--- src/rtl/tensor_host_sequencer_pkg.sv ---
// +----------------------------------------------------------------------+
// | tensor_host_pkg                                                      |
// | Instruction encodings, state enum and helpers for the host sequencer |
// | Rev 1.0 - initial release                                            |
// +----------------------------------------------------------------------+
`default_nettype none

package tensor_host_pkg;

  localparam int MAT_W = 72;

  localparam logic [1:0] OPC_GENERIC  = 2'b00;
  localparam logic [1:0] OPC_LOADI    = 2'b01;
  localparam logic [1:0] OPC_OPERATE  = 2'b10;
  localparam logic [1:0] OPC_RESERVED = 2'b11;

  // Generic-opcode selects live in instruction bits [3:2]
  localparam logic [1:0] GSEL_NOP   = 2'b00;
  localparam logic [1:0] GSEL_MOVE  = 2'b01;
  localparam logic [1:0] GSEL_READ  = 2'b10;
  localparam logic [1:0] GSEL_RESET = 2'b11;

  localparam logic [15:0] INSTR_NOP   = 16'h0000;
  localparam logic [15:0] INSTR_RESET = {12'h000, GSEL_RESET, OPC_GENERIC};

  localparam logic [4:0] MATRIX1_BASE = 5'd0;
  localparam logic [4:0] MATRIX2_BASE = 5'd9;

  typedef enum logic [2:0] {
    S_IDLE      = 3'd0,
    S_RST_ISSUE = 3'd1,
    S_LOAD      = 3'd2,
    S_OPERATE   = 3'd3,
    S_WAIT      = 3'd4,
    S_READ      = 3'd5,
    S_DONE      = 3'd6
  } state_t;

  function automatic logic [15:0] encode_loadi(input logic [4:0] addr, input logic [7:0] data);
    return {addr, data, 1'b0, OPC_LOADI};
  endfunction

  function automatic logic [15:0] encode_operate(input logic [2:0] opsel);
    return {11'b0, opsel, OPC_OPERATE};
  endfunction

  function automatic logic [15:0] encode_read(input logic [4:0] addr);
    return {5'b0, addr, 2'b00, GSEL_READ, OPC_GENERIC};
  endfunction

endpackage

`default_nettype wire

--- src/rtl/tensor_host_sequencer_if.sv ---
// +----------------------------------------------------------------------+
// | tensor_host_sequencer_if                                             |
// | Host job/result handshake plus the CPU instruction/data port         |
// | Rev 1.0 - initial release                                            |
// +----------------------------------------------------------------------+
`default_nettype none

interface tensor_host_sequencer_if;
  import tensor_host_pkg::*;

  logic             start_in;
  logic             ready_out;
  logic [2:0]       operation_select_in;
  logic [MAT_W-1:0] matrix1_in;
  logic [MAT_W-1:0] matrix2_in;
  logic [15:0]      instruction_out;
  logic [7:0]       cpu_data_in;
  logic             result_valid_out;
  logic             result_ready_in;
  logic [MAT_W-1:0] result_data_out;

  modport slave (
    input  start_in, operation_select_in, matrix1_in, matrix2_in,
    input  cpu_data_in, result_ready_in,
    output ready_out, instruction_out, result_valid_out, result_data_out
  );

  modport master (
    output start_in, operation_select_in, matrix1_in, matrix2_in,
    output cpu_data_in, result_ready_in,
    input  ready_out, instruction_out, result_valid_out, result_data_out
  );

endinterface

`default_nettype wire

--- src/rtl/tensor_host_sequencer.sv ---
// +----------------------------------------------------------------------+
// | tensor_host_sequencer                                                |
// | Streams LOADI/OPERATE/NOP/READ to the tensor CPU and collects the    |
// | 3x3 int8 result. Option: TENSOR_HOST_SEQ_RESET_EN adds a RESET issue.|
// | Rev 1.0 - initial release                                            |
// +----------------------------------------------------------------------+
`default_nettype none

module tensor_host_sequencer
  import tensor_host_pkg::*;
#(
  parameter int WAIT_CYCLES = 5
) (
  input logic                    clock_in,
  input logic                    reset_in,
  tensor_host_sequencer_if.slave bus
);

  localparam logic [4:0] c_LOAD_LAST = 5'd17;
  localparam logic [4:0] c_READ_LAST = 5'd8;
  localparam logic [3:0] c_WAIT_LAST = 4'(WAIT_CYCLES - 1);

  // The CPU bulk write lands 4 cycles after OPERATE; a shorter wait reads stale data
  generate
    if (WAIT_CYCLES < 4 || WAIT_CYCLES > 15) begin : g_bad_wait
      $error("tensor_host_sequencer: WAIT_CYCLES must be within 4..15");
    end
  endgenerate

  state_t           r_state;
  logic [4:0]       r_idx;
  logic [3:0]       r_wait;
  logic [2:0]       r_opsel;
  logic [143:0]     r_mats;
  logic [15:0]      r_instr;
  logic             r_valid;
  logic [MAT_W-1:0] r_result;

  state_t           w_state_nxt;
  logic [4:0]       w_idx_nxt;
  logic [3:0]       w_wait_nxt;
  logic             w_latch;
  logic             w_cap;
  logic             w_valid_nxt;
  logic             w_ready;
  logic [143:0]     w_mats_src;
  logic [7:0]       w_elem;
  logic [15:0]      w_instr_nxt;

  assign w_ready    = (r_state == S_IDLE) && !r_valid;
  // The first LOADI leaves on the accept edge, before r_mats holds the inputs
  assign w_mats_src = w_latch ? {bus.matrix2_in, bus.matrix1_in} : r_mats;
  assign w_elem     = w_mats_src[{w_idx_nxt, 3'b000} +: 8];

  always_comb begin
    w_state_nxt = r_state;
    w_idx_nxt   = r_idx;
    w_wait_nxt  = r_wait;
    w_latch     = 1'b0;
    w_cap       = 1'b0;
    w_valid_nxt = r_valid;
    unique case (r_state)
      S_IDLE: begin
        if (bus.start_in && w_ready) begin
          w_latch   = 1'b1;
          w_idx_nxt = '0;
`ifdef TENSOR_HOST_SEQ_RESET_EN
          w_state_nxt = S_RST_ISSUE;
`else
          w_state_nxt = S_LOAD;
`endif
        end
      end
      S_RST_ISSUE: begin
        w_state_nxt = S_LOAD;
        w_idx_nxt   = '0;
      end
      S_LOAD: begin
        if (r_idx == c_LOAD_LAST) begin
          w_state_nxt = S_OPERATE;
          w_idx_nxt   = '0;
        end else begin
          w_idx_nxt = r_idx + 5'd1;
        end
      end
      S_OPERATE: begin
        w_state_nxt = S_WAIT;
        w_idx_nxt   = '0;
        w_wait_nxt  = '0;
      end
      S_WAIT: begin
        if (r_wait == c_WAIT_LAST) begin
          w_state_nxt = S_READ;
          w_idx_nxt   = '0;
        end else begin
          w_wait_nxt = r_wait + 4'd1;
        end
      end
      S_READ: begin
        // cpu_data_in answers the READ currently on the bus, tagged by r_idx
        w_cap = 1'b1;
        if (r_idx == c_READ_LAST) begin
          w_state_nxt = S_DONE;
          w_idx_nxt   = '0;
          w_valid_nxt = 1'b1;
        end else begin
          w_idx_nxt = r_idx + 5'd1;
        end
      end
      S_DONE: begin
        if (bus.result_ready_in) begin
          w_state_nxt = S_IDLE;
          w_valid_nxt = 1'b0;
        end
      end
      default: begin
        w_state_nxt = S_IDLE;
        w_valid_nxt = 1'b0;
      end
    endcase
  end

  // Instruction is a function of the state being entered so it registers with it
  always_comb begin
    w_instr_nxt = INSTR_NOP;
    unique case (w_state_nxt)
      S_RST_ISSUE: w_instr_nxt = INSTR_RESET;
      S_LOAD:      w_instr_nxt = encode_loadi(MATRIX1_BASE + w_idx_nxt, w_elem);
      S_OPERATE:   w_instr_nxt = encode_operate(r_opsel);
      S_READ:      w_instr_nxt = encode_read(w_idx_nxt);
      default:     w_instr_nxt = INSTR_NOP;
    endcase
  end

  always_ff @(posedge clock_in or negedge reset_in) begin
    if (!reset_in) begin
      r_state  <= S_IDLE;
      r_idx    <= '0;
      r_wait   <= '0;
      r_opsel  <= '0;
      r_mats   <= '0;
      r_instr  <= INSTR_NOP;
      r_valid  <= 1'b0;
      r_result <= '0;
    end else begin
      r_state <= w_state_nxt;
      r_idx   <= w_idx_nxt;
      r_wait  <= w_wait_nxt;
      r_instr <= w_instr_nxt;
      r_valid <= w_valid_nxt;
      if (w_latch) begin
        r_opsel <= bus.operation_select_in;
        r_mats  <= {bus.matrix2_in, bus.matrix1_in};
      end
      if (w_cap) begin
        r_result[{r_idx[3:0], 3'b000} +: 8] <= bus.cpu_data_in;
      end
    end
  end

  assign bus.ready_out        = w_ready;
  assign bus.instruction_out  = r_instr;
  assign bus.result_valid_out = r_valid;
  assign bus.result_data_out  = r_result;

endmodule

`default_nettype wire

--- src/flat_wrapper.sv ---
// flat-port wrapper written by rule: the top's interface ports become plain ports
module tensor_host_sequencer_flat import tensor_host_pkg::*;
#(
  parameter int WAIT_CYCLES = 5
)
  (clock_in, reset_in, bus_start_in, bus_operation_select_in, bus_matrix1_in, bus_matrix2_in, bus_cpu_data_in, bus_result_ready_in, bus_ready_out, bus_instruction_out, bus_result_valid_out, bus_result_data_out);
  tensor_host_sequencer_if bus_i ();
  input logic clock_in;
  input logic reset_in;
  input wire logic [$bits(bus_i.start_in)-1:0] bus_start_in;
  input wire logic [$bits(bus_i.operation_select_in)-1:0] bus_operation_select_in;
  input wire logic [$bits(bus_i.matrix1_in)-1:0] bus_matrix1_in;
  input wire logic [$bits(bus_i.matrix2_in)-1:0] bus_matrix2_in;
  input wire logic [$bits(bus_i.cpu_data_in)-1:0] bus_cpu_data_in;
  input wire logic [$bits(bus_i.result_ready_in)-1:0] bus_result_ready_in;
  output wire logic [$bits(bus_i.ready_out)-1:0] bus_ready_out;
  output wire logic [$bits(bus_i.instruction_out)-1:0] bus_instruction_out;
  output wire logic [$bits(bus_i.result_valid_out)-1:0] bus_result_valid_out;
  output wire logic [$bits(bus_i.result_data_out)-1:0] bus_result_data_out;
  assign bus_i.start_in = bus_start_in;
  assign bus_i.operation_select_in = bus_operation_select_in;
  assign bus_i.matrix1_in = bus_matrix1_in;
  assign bus_i.matrix2_in = bus_matrix2_in;
  assign bus_i.cpu_data_in = bus_cpu_data_in;
  assign bus_i.result_ready_in = bus_result_ready_in;
  assign bus_ready_out = bus_i.ready_out;
  assign bus_instruction_out = bus_i.instruction_out;
  assign bus_result_valid_out = bus_i.result_valid_out;
  assign bus_result_data_out = bus_i.result_data_out;
  tensor_host_sequencer #(.WAIT_CYCLES(WAIT_CYCLES)) u_core (.clock_in(clock_in), .reset_in(reset_in), .bus(bus_i));
endmodule
--- config.mk ---
export PLATFORM = sky130hd
export DESIGN_NAME = tensor_host_sequencer_flat
export DESIGN_NICKNAME = d
export VERILOG_FILES = /design/src/rtl/tensor_host_sequencer_pkg.sv /design/src/rtl/tensor_host_sequencer_if.sv /design/src/rtl/tensor_host_sequencer.sv /design/src/flat_wrapper.sv
export SDC_FILE = /design/constraint.sdc
export NUM_CORES = 1
export LEC_CHECK = 0
export ABC_AREA = 1
export BUFFER_PORTS_ARGS = -buffer_cell sky130_fd_sc_hd__buf_2
export CORE_ASPECT_RATIO = 1.1
export CORE_UTILIZATION = 50
export CTS_BUF_LIST = sky130_fd_sc_hd__clkbuf_2 sky130_fd_sc_hd__clkbuf_4 sky130_fd_sc_hd__clkbuf_8
export DETAILED_ROUTE_END_ITERATION = 16
export PLACE_DENSITY_LB_ADDON = 0.05
export SYNTH_ARGS = -nofsm -noshare
export SYNTH_HDL_FRONTEND = slang
export SYNTH_SLANG_ARGS = --single-unit
--- constraint.sdc ---
create_clock -name clock_in -period 3.4 [get_ports clock_in]
set_input_delay 0.68 -clock clock_in [delete_from_list [all_inputs] [get_ports clock_in]]
set_output_delay 0.68 -clock clock_in [all_outputs]
set_load 0.005 [all_outputs]
==> metrics.yaml, run 1 <==
route:
  wl_per_cell_um: 16.01
  first_iter_violations: 682
  dr.pass1.iters: 7
  highest_layer: "met4"
  dr_wl_met3_um: 2035
  drt_wl_total_um: 31400
  vias: 9991
  ant_nets: 0
  met2_length_um: 13850
  wl_met1_um: 14480
  drc: 0
  viasPerCell: 5.092
setup_path:
  required_ns: 3.87
  cp.arrival_ns: 3.27
  cp-start-kind: "flop"
  critPathKind: "reg -> reg"
  end_kind: "flop"
  critPathMaxFanout: 22
placement:
  gp_congestion: 0.8707
  dp_hpwl_um: 22140
  numPortBuffers: 248
yosys:
  yosysSeqAreaShare: 0.5414
  synthTopCellsByArea: "dfrtp_1 (54%), nand2_1 (22%), nand3_1 (6.5%), o21ai_0 (2.3%), buf_2 (1.7%)"
  avgSynthCellArea_um2: 8.200
  synth.cell_area_um2: 11460
  synth_common_cells: "nand2_1 (670), dfrtp_1 (248), nand3_1 (150)"
  syn_inst: 1398
  yosysMostFrequentCell: "nand2_1"
  synthFlopType: "dfrtp_1"
  async_reset_ff_frac: 1.000
  synth_cell_type_count: 40
  yosys_warnings: 0
  syn_nets: 1563
  yosys_register_bits: 248
  synth_edf_count: 0
  synth_top_area_frac: 0.5414
  synth_top_area_cell: "dfrtp_1"
timing:
  post-route-min-period_ns: 2.796
  max_clock_freq_mhz: 357.6
  rsz0062_at_grt: "false"
  finalSetupViolCount: 0
  hold_viol: 0
  skew_ns: 0.02373
  worst_hold_slack_ns: 0.1652
  finalSetupTns_ns: 0
  slew_violations: 0
  fin_crit_sh: 0.8224
  relSlewSlack: 0.5149
  worst_slew_pin_slew_ns: 0.7277
cts:
  cts_sinks: 248
  cts_resized: 0
  postCtsHoldBufs: 0
  clk_pin_slew_worst_paths_ns: 0.06
  clock_latency_ns: 0.55
  htree_levels: 2
  clk_path_buf_depth: 3
  cts_setup_buffers: 0
  cts_made_buffers: 43
  cts-root-buf: "clkbuf_8"
  cts_tree: "yes"
floorplan:
  die_w_um: 146.4
  fp-row-count: 57
  die_h_um: 160.8
  coreArea_um2: 22320
  die_area_um2: 23540
  initial_core_util: 0.5135
  ios: 249
pwr:
  power_per_cell_area_nw_per_um2: 973.9
  seqPwrFrac: 0.317
  p_int_mw: 7.703
  p_sw_frac: 0.4288
  peakVddDrop_mv: 0.4699
  p_sw_mw: 5.782
  clkPwrFrac: 0.230
  combPwrFrac: 0.453
  total_leakage_power_nw: 7.408
finish:
  drive_gt1_frac: 0.2364
  area_delta_synth_final_pct: 20.79
  nNetsFinal: 1798
  antennaDiodeCount: 0
  final_util: 0.6203
worst_hold_path:
  hold_class: "in -> async"
grt:
  grt_pass1_vias: 9718
  grt_pass1_wl_um: 51050
  grt.overflow.total: 0
  antenna_found_initial: 0
  grt_max_degree: 98
  grt_usage: 0.2744
run_status:
  status: "complete, no violations"
flow_run:
  maxCapViolCount: 0
-- cell families (layout without fill, tap and decap cells) --
group	Yosys count	after routing	synth area share
AND/OR/NAND/NOR	898	898	0.3326
multiplexers	11	11	0.01070
AO/OA/AOI/OAI	100	100	0.04704
flip-flops	248	248	0.5414
XOR/XNOR	5	5	0.003820
adder cells (fa/ha/maj)	6	6	0.006549
buffers and inverters	130	399	0.05796
-- power by group through the flow --
stage / sequential (mW) / combinational, mW / clock, mW
floorplan: 4.20 / 4.64 / 0
global placement: 4.30 / 6.01 / 0
detailed placement: 4.32 / 6.07 / 0
CTS: 4.28 / 6.11 / 3.16
global route: 4.37 / 6.91 / 3.30
finish: 4.28 / 6.10 / 3.10
-- final timing paths --
kind	from	endpoint	slack (ns)	cells after the start
worst min register to register	u_core.bus.result_data_out[15]	u_core.bus.result_data_out[15]	0.47	2
worst max-delay path	u_core.r_idx[0]	u_core.bus.instruction_out[8]	0.60	15
worst max register to register	u_core.r_idx[0]	u_core.bus.instruction_out[8]	0.60	15
max in group asynchronous	reset_in	u_core.bus.instruction_out[13]	2.34	2
min in group clock_in	bus_operation_select_in[2]	u_core.r_opsel[2]	0.34	3
worst min-delay path	reset_in	u_core.r_mats[109]	0.17	1
-- critical path: stages, from the launching register on --
cell and delay [ns]:
dfrtp_1 0.48, inv_1 0.11, ha_1 0.16, inv_1 0.09
nor2_8 0.13, nand3_2 0.15, nand2_4 0.13, nand2_4 0.07
nand2_2 0.08, nand2_4 0.13, buf_4 0.27, nor3_4 0.20
nand2_2 0.11, o21ai_0 0.41, nand2_1 0.11, nand2_1 0.08
-- registers in the layout, summed over array words and instances, names as in the netlist --
| name | count |
|---|---|
| u_core.bus.instruction_out | 16 |
| u_core.r_opsel | 3 |
| u_core.r_state | 3 |
| u_core.bus.result_valid_out | 1 |
| u_core.r_wait | 4 |
| u_core.bus.result_data_out | 72 |
| u_core.r_mats | 144 |
| u_core.r_idx | 5 |
-- per-stage QoR --
step / setup slack (ns) / total power, mW / cells / instance area (um2)
final: 0.6037 / 13.49 / 1962 / 13850
after detailed placement: 0.6432 / 10.40 / 1883 / 12840
after CTS: 0.6198 / 13.55 / 1962 / 13850
after global routing: 0.3073 / 14.59 / 1962 / 13850
after global placement: 0.6909 / 10.32 / 1883 / 12840
after floorplan: 0.6423 / 8.834 / 1398 / 11460
-- cell type report --
cell class              count  area, um2
flip-flops and latches    248       6206
inverters                  55      209.0
well taps                 295      369.1
clock buffers              67      840.8
fillers                  2057       8476
repair buffers            265       1454
clock inverters            12      166.4
multi-input cells        1020       4602
-- routing by layer --
layer,global-route usage,vias to the layer above
met5,0,-
met1,0.3916,4605
li1,-,4942
met3,0.05000,63
met2,0.4180,381
met4,0.1032,0
-- cell usage in the layout, fill, tap and decap left out, types with 6 or more instances in the layout --
cell type  instances
nor3_1            18
nor2_1            25
dfrtp_1          248
o21ai_0           53
inv_2              6
inv_1             48
nand2_2            9
a21oi_1           16
clkbuf_8          54
a31oi_1            6
mux2_2            10
nand2_1          670
nand3_1          150
clkinv_2           6
ha_1               6
o21ai_1           15
buf_2            247
buf_12             6
clkbuf_4          13
buf_4             11
(Power assumes the default switching activity.)
==> run 2: changes to the inputs <==
clock period = 2.3 ns   (was 3.4 ns; I/O delays follow)
==> run 2 against run 1 <==
Effect of this change: die area is the same; total power grew 71%; sequential power is 47% higher; critical path type unchanged; critical endpoint is now u_core.bus.instruction_out[10]; largest cell class unchanged; highest routed layer unchanged.
==> metrics.yaml, run 2 (synthesis gave the netlist of run 1 again) <==
pwr:
  clkPwrFrac: 0.174  # -0.056
  total_leakage_power_nw: 7.974  # +7.6%
  combPwrFrac: 0.553  # +0.100
  p_int_mw: 13.16  # +71%
  power_per_cell_area_nw_per_um2: 1526  # +57%
  p_sw_mw: 9.875  # +71%
  peakVddDrop_mv: 0.8905  # +90%
  p_sw_frac: 0.4287  # about the same
  seqPwrFrac: 0.274  # -0.043
route:
  dr.pass1.iters: 6  # -1
  first_iter_violations: 782  # +15%
  drt_wl_total_um: 34340  # +9.4%
  wl_per_cell_um: 16.87  # +5.4%
  drc: 0  # unchanged
  viasPerCell: 5.226  # +2.6%
  vias: 10640  # +6.5%
  ant_nets: 0  # unchanged
timing:
  max_clock_freq_mhz: 445.4  # +25%
  post-route-min-period_ns: 2.245  # -0.5513 ns
  finalSetupViolCount: 0  # unchanged
  layout_setup_ws_ns: 0.05503  # -0.5487 ns
  skew_ns: 0.01559  # -0.008142 ns
  slew_violations: 0  # unchanged
  relSlewSlack: 0.6741  # +0.1592
  rsz0062_at_grt: "true"
  worst_hold_slack_ns: 0.1173  # -0.04786 ns
  worst_slew_pin_slew_ns: 0.4888  # -0.2389 ns
  fin_crit_sh: 0.9761  # +0.1536
  hold_viol: 0  # unchanged
worst_hold_path:
  min_to: "u_core.r_opsel[1]"
  hold_start: "bus_operation_select_in[1]"
  hold_depth: 3
  hold_class: "in -> reg"
setup_path:
  r2r_cells: 16  # +1
  critPathKind: "reg -> reg"
  cp_slowest_cell: "dfrtp_1"
  rr_endpoint: "u_core.bus.instruction_out[10]"
  required_ns: 2.77  # -1.10 ns
  end_kind: "flop"
  cp.arrival_ns: 2.72  # -0.55 ns
  path_buf_inv: 3  # unchanged
  crit_top_cell: "nand2_1"
  critPathMaxFanout: 12  # -45%
  ff2ff_setup_slack_ns: 0.06  # -0.55 ns
  cp-start-kind: "flop"
  path_depth: 16  # +1
  worstPathCellList: "inv_1, ha_2, nand2_2, nor2_4, nor2_8, nor2_8, nand3_4, buf_12, nand2_8, clkbuf_16, nand2_1, nand3_1, nand2_1, a21oi_1, nand3_2, nand2_1"
  cp_top_family: "simple AND/OR/NAND/NOR gates"
  r2r_start: "u_core.r_wait[0]"
  slowest_delay_ns: 0.38  # -0.10 ns
cts:
  cts_tree: "yes"
  cts_made_buffers: 40  # -7.0%
  clock_latency_ns: 0.55  # about the same
  clk_path_buf_depth: 3  # unchanged
  htree_levels: 2  # unchanged
  cts-root-buf: "clkbuf_8"
  clk_pin_slew_worst_paths_ns: 0.06  # about the same
  cts_sinks: 248  # unchanged
finish:
  largest_reg_flops: 144  # unchanged
  final_common_cell: "nand2_1"
  final_util: 0.6760  # +0.05571
  drive_gt1_frac: 0.3050  # +0.06864
  area_delta_synth_final_pct: 31.64
  antennaDiodeCount: 0  # unchanged
  final_cell_mix: "nand2_1 (653), buf_2 (247), dfrtp_1 (245)"
  nNetsFinal: 1880  # +4.6%
  design_area_um2: 15090  # +9.0%
  final_cells: 2036  # +3.8%
  regMostFlops: "u_core.r_mats"
placement:
  placed_cell_area_um2: 13320  # +3.8%
  post-place-ws_ns: -0.02803  # -0.6712 ns
  dp_cells: 1930  # +2.5%
  dp_hpwl_um: 22740  # +2.7%
  gp_congestion: 0.8789  # +0.94%
  numPortBuffers: 248  # unchanged
floorplan:
  ios: 249  # unchanged
  fp-row-count: 57  # unchanged
  initial_core_util: 0.5135  # unchanged
  die_area_um2: 23540  # unchanged
  coreArea_um2: 22320  # unchanged
  die_w_um: 146.4  # unchanged
  die_h_um: 160.8  # unchanged
run_status:
  status: "complete, no violations"
grt:
  grt_usage: 0.2755  # +0.001074
  grt.overflow.total: 0  # unchanged
  grt_pass1_wl_um: 51470  # +0.81%
  grt_pass1_vias: 9995  # +2.9%
  grt_max_degree: 61  # -38%
  antenna_found_initial: 0  # unchanged
flow_run:
  maxCapViolCount: 0  # unchanged
-- run 2: cell count changes in the layout (fill, tap and decap cells not counted), sizes merged --
cell,previous run,this run
bufinv,4,1
dlygate4sd3,0,1
clkinv,6,5
buf,265,336
clkbuf,67,72
nand2,684,685
clkinvlp,1,2
inv,56,55
-- run 2: area by class of cell --
class                      instances  area [um2]
clock buffer                      60       775.7
multi-input combinational       1021        4921
sequential                       248        6210
inverter                          55       226.5
timing repair buffer             349        2519
clock inverter                     8       70.07
fill                            1971        7232
tap                              295       369.1
-- run 2: timing repair --
action | in CTS | in global routing
setup endpoints to repair | 6 | 8
cloned | 0 | 19
pin swaps | 0 | 31
hold buffers | 1 | 0
setup buffers | 0 | 18
endpoints found under the hold margin | 54 | 0
gates resized for setup | 2 | 89
-- run 2: worst max-delay path by stage --
stage | endpoint | slack, ns | from
after global placement | u_core.bus.instruction_out[9] | 0.02 | u_core.r_state[0]
after detailed placement | u_core.bus.instruction_out[9] | -0.03 | u_core.r_state[0]
after global routing | u_core.bus.instruction_out[4] | -0.08 | u_core.r_wait[0]
final | u_core.bus.instruction_out[10] | 0.06 | u_core.r_wait[0]
after CTS | u_core.bus.instruction_out[9] | 0.01 | u_core.r_idx[0]
after floorplan | u_core.bus.instruction_out[7] | 0.02 | u_core.r_idx[0]
-- run 2: tightest hold or removal path: stages --
cell	delay, ns
buf_2	0.07
nand2_1	0.05
nand2_1	0.05
-- run 2: layer usage --
metal / GRT usage / routed length [um]
met4: 0.1108 / 1234
met2: 0.4398 / 15890
met5: 0 / 0
met1: 0.3790 / 14890
met3: 0.04091 / 2330
-- run 2: stage by stage --
stage	power (mW)	TNS, ns
3_3_place_gp	16.14	0
2_1_floorplan	13.17	0
6_report	23.04	0
5_1_grt	24.56	-0.5452
4_1_cts	20.31	0
3_5_place_dp	16.24	-0.02963
-- run 2: power groups by stage --
| stage | logic, mW | registers (mW) | clock network (mW) |
|---|---|---|---|
| final | 12.7 | 6.30 | 4.00 |
| after global routing | 13.9 | 6.43 | 4.24 |
| after CTS | 9.95 | 6.29 | 4.06 |
| after detailed placement | 9.88 | 6.36 | 0 |
| after global placement | 9.81 | 6.33 | 0 |
| after floorplan | 6.97 | 6.21 | 0 |
==> run 3: changes to the inputs <==
ABC_AREA = 0   (was 1)
CORE_UTILIZATION = 49   (was 50)
CTS_BUF_LIST = default   (was sky130_fd_sc_hd__clkbuf_2 sky130_fd_sc_hd__clkbuf_4 sky130_fd_sc_hd__clkbuf_8)
RECOVER_POWER = 100   (was default)
==> run 3 against run 2 <==
Effect of this change: the flow now finishes with violations (negative setup slack); final area is 1.5% lower; non-clock buffer count rose by 25; utilization fell by 0.34 points; highest routed layer unchanged.
==> metrics.yaml, run 3 <==
run_status:
  status: "finished with violations"
  failed_checks: "negative setup slack"
setup_path:
  rr_endpoint: "u_core.bus.instruction_out[9]"
  r2r_cells: 12  # -4
  cp.arrival_ns: 2.95  # +0.23 ns
  r2r_start: "u_core.r_wait[0]"
  critPathKind: "reg -> reg"
  ff2ff_setup_slack_ns: -0.27  # -0.32 ns
  critPathMaxFanout: 5  # -7
  cp-start-kind: "flop"
  cp-endpoint: "u_core.bus.instruction_out[9]"
  required_ns: 2.68  # -0.09 ns
  end_kind: "flop"
  cp-startpoint: "u_core.r_wait[0]"
route:
  first_iter_violations: 348  # -55%
  drt_wl_total_um: 29340  # -15%
  dr.pass1.iters: 4  # -2
  wl_per_cell_um: 18.97  # +12%
  ant_nets: 0  # unchanged
  viasPerCell: 5.317  # +1.7%
  vias: 8220  # -23%
  drc: 0  # unchanged
placement:
  placed_cell_area_um2: 13420  # +0.73%
  numPortBuffers: 248  # unchanged
  gp_congestion: 0.8398  # -4.4%
  dp_cells: 1474  # -24%
  dp_hpwl_um: 21070  # -7.3%
  post-place-ws_ns: -0.4481  # -0.4201 ns
yosys:
  synth_simple_gate_area_frac: 0.08278  # -0.2498
  async_reset_ff_frac: 1.000  # unchanged
  syn_nets: 1042  # -33%
  yosys_register_bits: 248  # unchanged
  yosys_warnings: 0  # unchanged
  synth_top_family_by_area: "multiplexers"
  synth_top_area_frac: 0.5617  # +0.02029
  synthFlopType: "dfrtp_1"
  syn_inst: 877  # -37%
  synthTopCellsByArea: "dfrtp_1 (56%), mux2_2 (20%), mux2i_1 (2.4%), nor2_1 (2.2%), o21ai_0 (2.1%)"
  synth_fa_ha_area_frac: 0.006794  # +0.0002455
  synthMuxAreaShare: 0.2405  # +0.2298
  avgSynthCellArea_um2: 12.60  # +54%
  synth_cell_type_count: 61  # +53%
  synth-xor-area-share: 0.001585  # -0.002235
  synth.cell_area_um2: 11050  # -3.6%
  yosysMostFrequentCell: "dfrtp_1"
  yosysSeqAreaShare: 0.5617  # +0.02029
  synth_top_area_cell: "dfrtp_1"
  synth_compound_area_frac: 0.07326  # +0.02622
  synth_edf_count: 0  # unchanged
  synth_common_cells: "dfrtp_1 (248), mux2_2 (196), nor2_1 (65)"
timing:
  fin_crit_sh: 1.116  # +0.1400
  hold_viol: 0  # unchanged
  finalSetupViolCount: 8  # +8
  post-route-min-period_ns: 2.567  # +0.3220 ns
  max_clock_freq_mhz: 389.6  # -13%
  relSlewSlack: 0.01279  # -0.6614
  layout_setup_ws_ns: -0.2670  # -0.3220 ns
  slew_violations: 0  # unchanged
  rsz0062_at_grt: "true"
  finalSetupTns_ns: -1.724  # -1.724 ns
  worst_slew_pin_slew_ns: 1.481  # +0.9920 ns
  skew_ns: 0.01478  # -0.0008027 ns
  worst_hold_slack_ns: 0.1683  # +0.05097 ns
floorplan:
  die_w_um: 145.2  # -0.82%
  initial_core_util: 0.4998  # -0.01376
  die_h_um: 159.5  # -0.81%
  coreArea_um2: 22110  # -0.96%
  fp-row-count: 57  # unchanged
  ios: 249  # unchanged
  die_area_um2: 23150  # -1.6%
worst_hold_path:
  hold_depth: 2  # -1
  hold_class: "in -> reg"
pwr:
  power_per_cell_area_nw_per_um2: 1200  # -21%
  peakVddDrop_mv: 0.8065  # -9.4%
  total_power_mw: 17.84  # -23%
  total_leakage_power_nw: 7.295  # -8.5%
grt:
  grt.overflow.total: 0  # unchanged
  antenna_found_initial: 0  # unchanged
  grt_pass1_wl_um: 45950  # -11%
  grt_usage: 0.2543  # -0.02118
  grt_pass1_vias: 8557  # -14%
  grt_max_degree: 77  # +26%
finish:
  final_common_cell: "dfrtp_1"
  final_util: 0.6726  # -0.003418
  regMostFlops: "u_core.r_mats"
  final_cell_mix: "dfrtp_1 (246), buf_2 (211), mux2_2 (192)"
  nNetsFinal: 1396  # -26%
  drive_gt1_frac: 0.5192  # +0.2142
  largest_reg_flops: 144  # unchanged
  final_cells: 1546  # -24%
  area_delta_synth_final_pct: 34.58
  design_area_um2: 14870  # -1.5%
cts:
  clk_path_buf_depth: 3  # unchanged
  htree_levels: 1  # -1
  clock_latency_ns: 0.52  # -0.03 ns
  cts_sinks: 248  # unchanged
  cts-root-buf: "clkbuf_16"
  cts_made_buffers: 27  # -33%
  cts_tree: "yes"
  clk_pin_slew_worst_paths_ns: 0.06  # about the same
flow_run:
  maxCapViolCount: 0  # unchanged
-- run 3: cell types whose count changed after synthesis, sizes merged, moves of 14 or more --
cell,change
nand2,-627
mux2,+186
nand3,-129
buf,-33
nor2,+33
inv,-27
mux2i,+26
o21ai,-21
nor3,-14
-- run 3: power breakdown --
part / switching, mW / leakage (nW) / internal (mW)
registers: 0.327 / 3.09 / 5.42
clock network: 1.69 / 0.451 / 2.74
logic: 3.79 / 3.75 / 3.88
-- run 3: cell families after synthesis --
| family | Yosys count |
|---|---|
| flip-flops | 248 |
| multiplexers | 231 |
| buffers and inverters | 77 |
| adder cells (fa/ha/maj) | 6 |
| AO/OA/AOI/OAI | 118 |
| XOR/XNOR | 2 |
| AND/OR/NAND/NOR | 195 |
-- run 3: worst max-delay path, stage by stage (launching register included) --
cell and delay (ns):
dfrtp_1 0.38, inv_2 0.08, ha_4 0.14, nand2_4 0.05
o311ai_4 0.32, a21oi_2 0.14, nor2_4 0.21, buf_12 0.16
buf_8 0.13, mux2_4 0.31, o22ai_2 0.21, a221o_1 0.21
o221ai_2 0.09
-- run 3: repair_timing --
item,CTS,global route
buffers inserted,13,7
pin swaps,16,20
setup endpoints to repair,11,22
cloned,1,1
gates resized for setup,56,22
endpoints found under the hold margin,27,0
hold buffers,1,0
-- run 3: routing by layer --
metal | global-route usage | routed length [um] | up-vias
met4 | 0.1000 | 1050 | 0
li1 | - | - | 3858
met3 | 0.03209 | 1231 | 68
met5 | 0 | 0 | -
met2 | 0.4305 | 14430 | 244
met1 | 0.3341 | 12630 | 4050
-- run 3: cell type report --
class / instances / area (um2)
fill: 1697 / 7238
sequential: 248 / 6208
multi-input combinational: 552 / 4807
timing repair buffer: 374 / 2444
clock buffer: 40 / 804.5
tap: 295 / 369.1
clock inverter: 8 / 120.1
inverter: 28 / 115.1
antenna: 1 / 2.502
-- run 3: worst min path at each step --
stage / slack [ns] / end / start
floorplan: 0.16 / u_core.bus.instruction_out[0] / reset_in
global placement: 0.34 / u_core.bus.result_data_out[15] / reset_in
detailed placement: 0.34 / u_core.bus.result_data_out[15] / reset_in
CTS: 0.15 / u_core.r_opsel[0] / bus_operation_select_in[0]
global route: 0.17 / u_core.r_opsel[1] / bus_operation_select_in[1]
finish: 0.17 / u_core.r_opsel[1] / bus_operation_select_in[1]
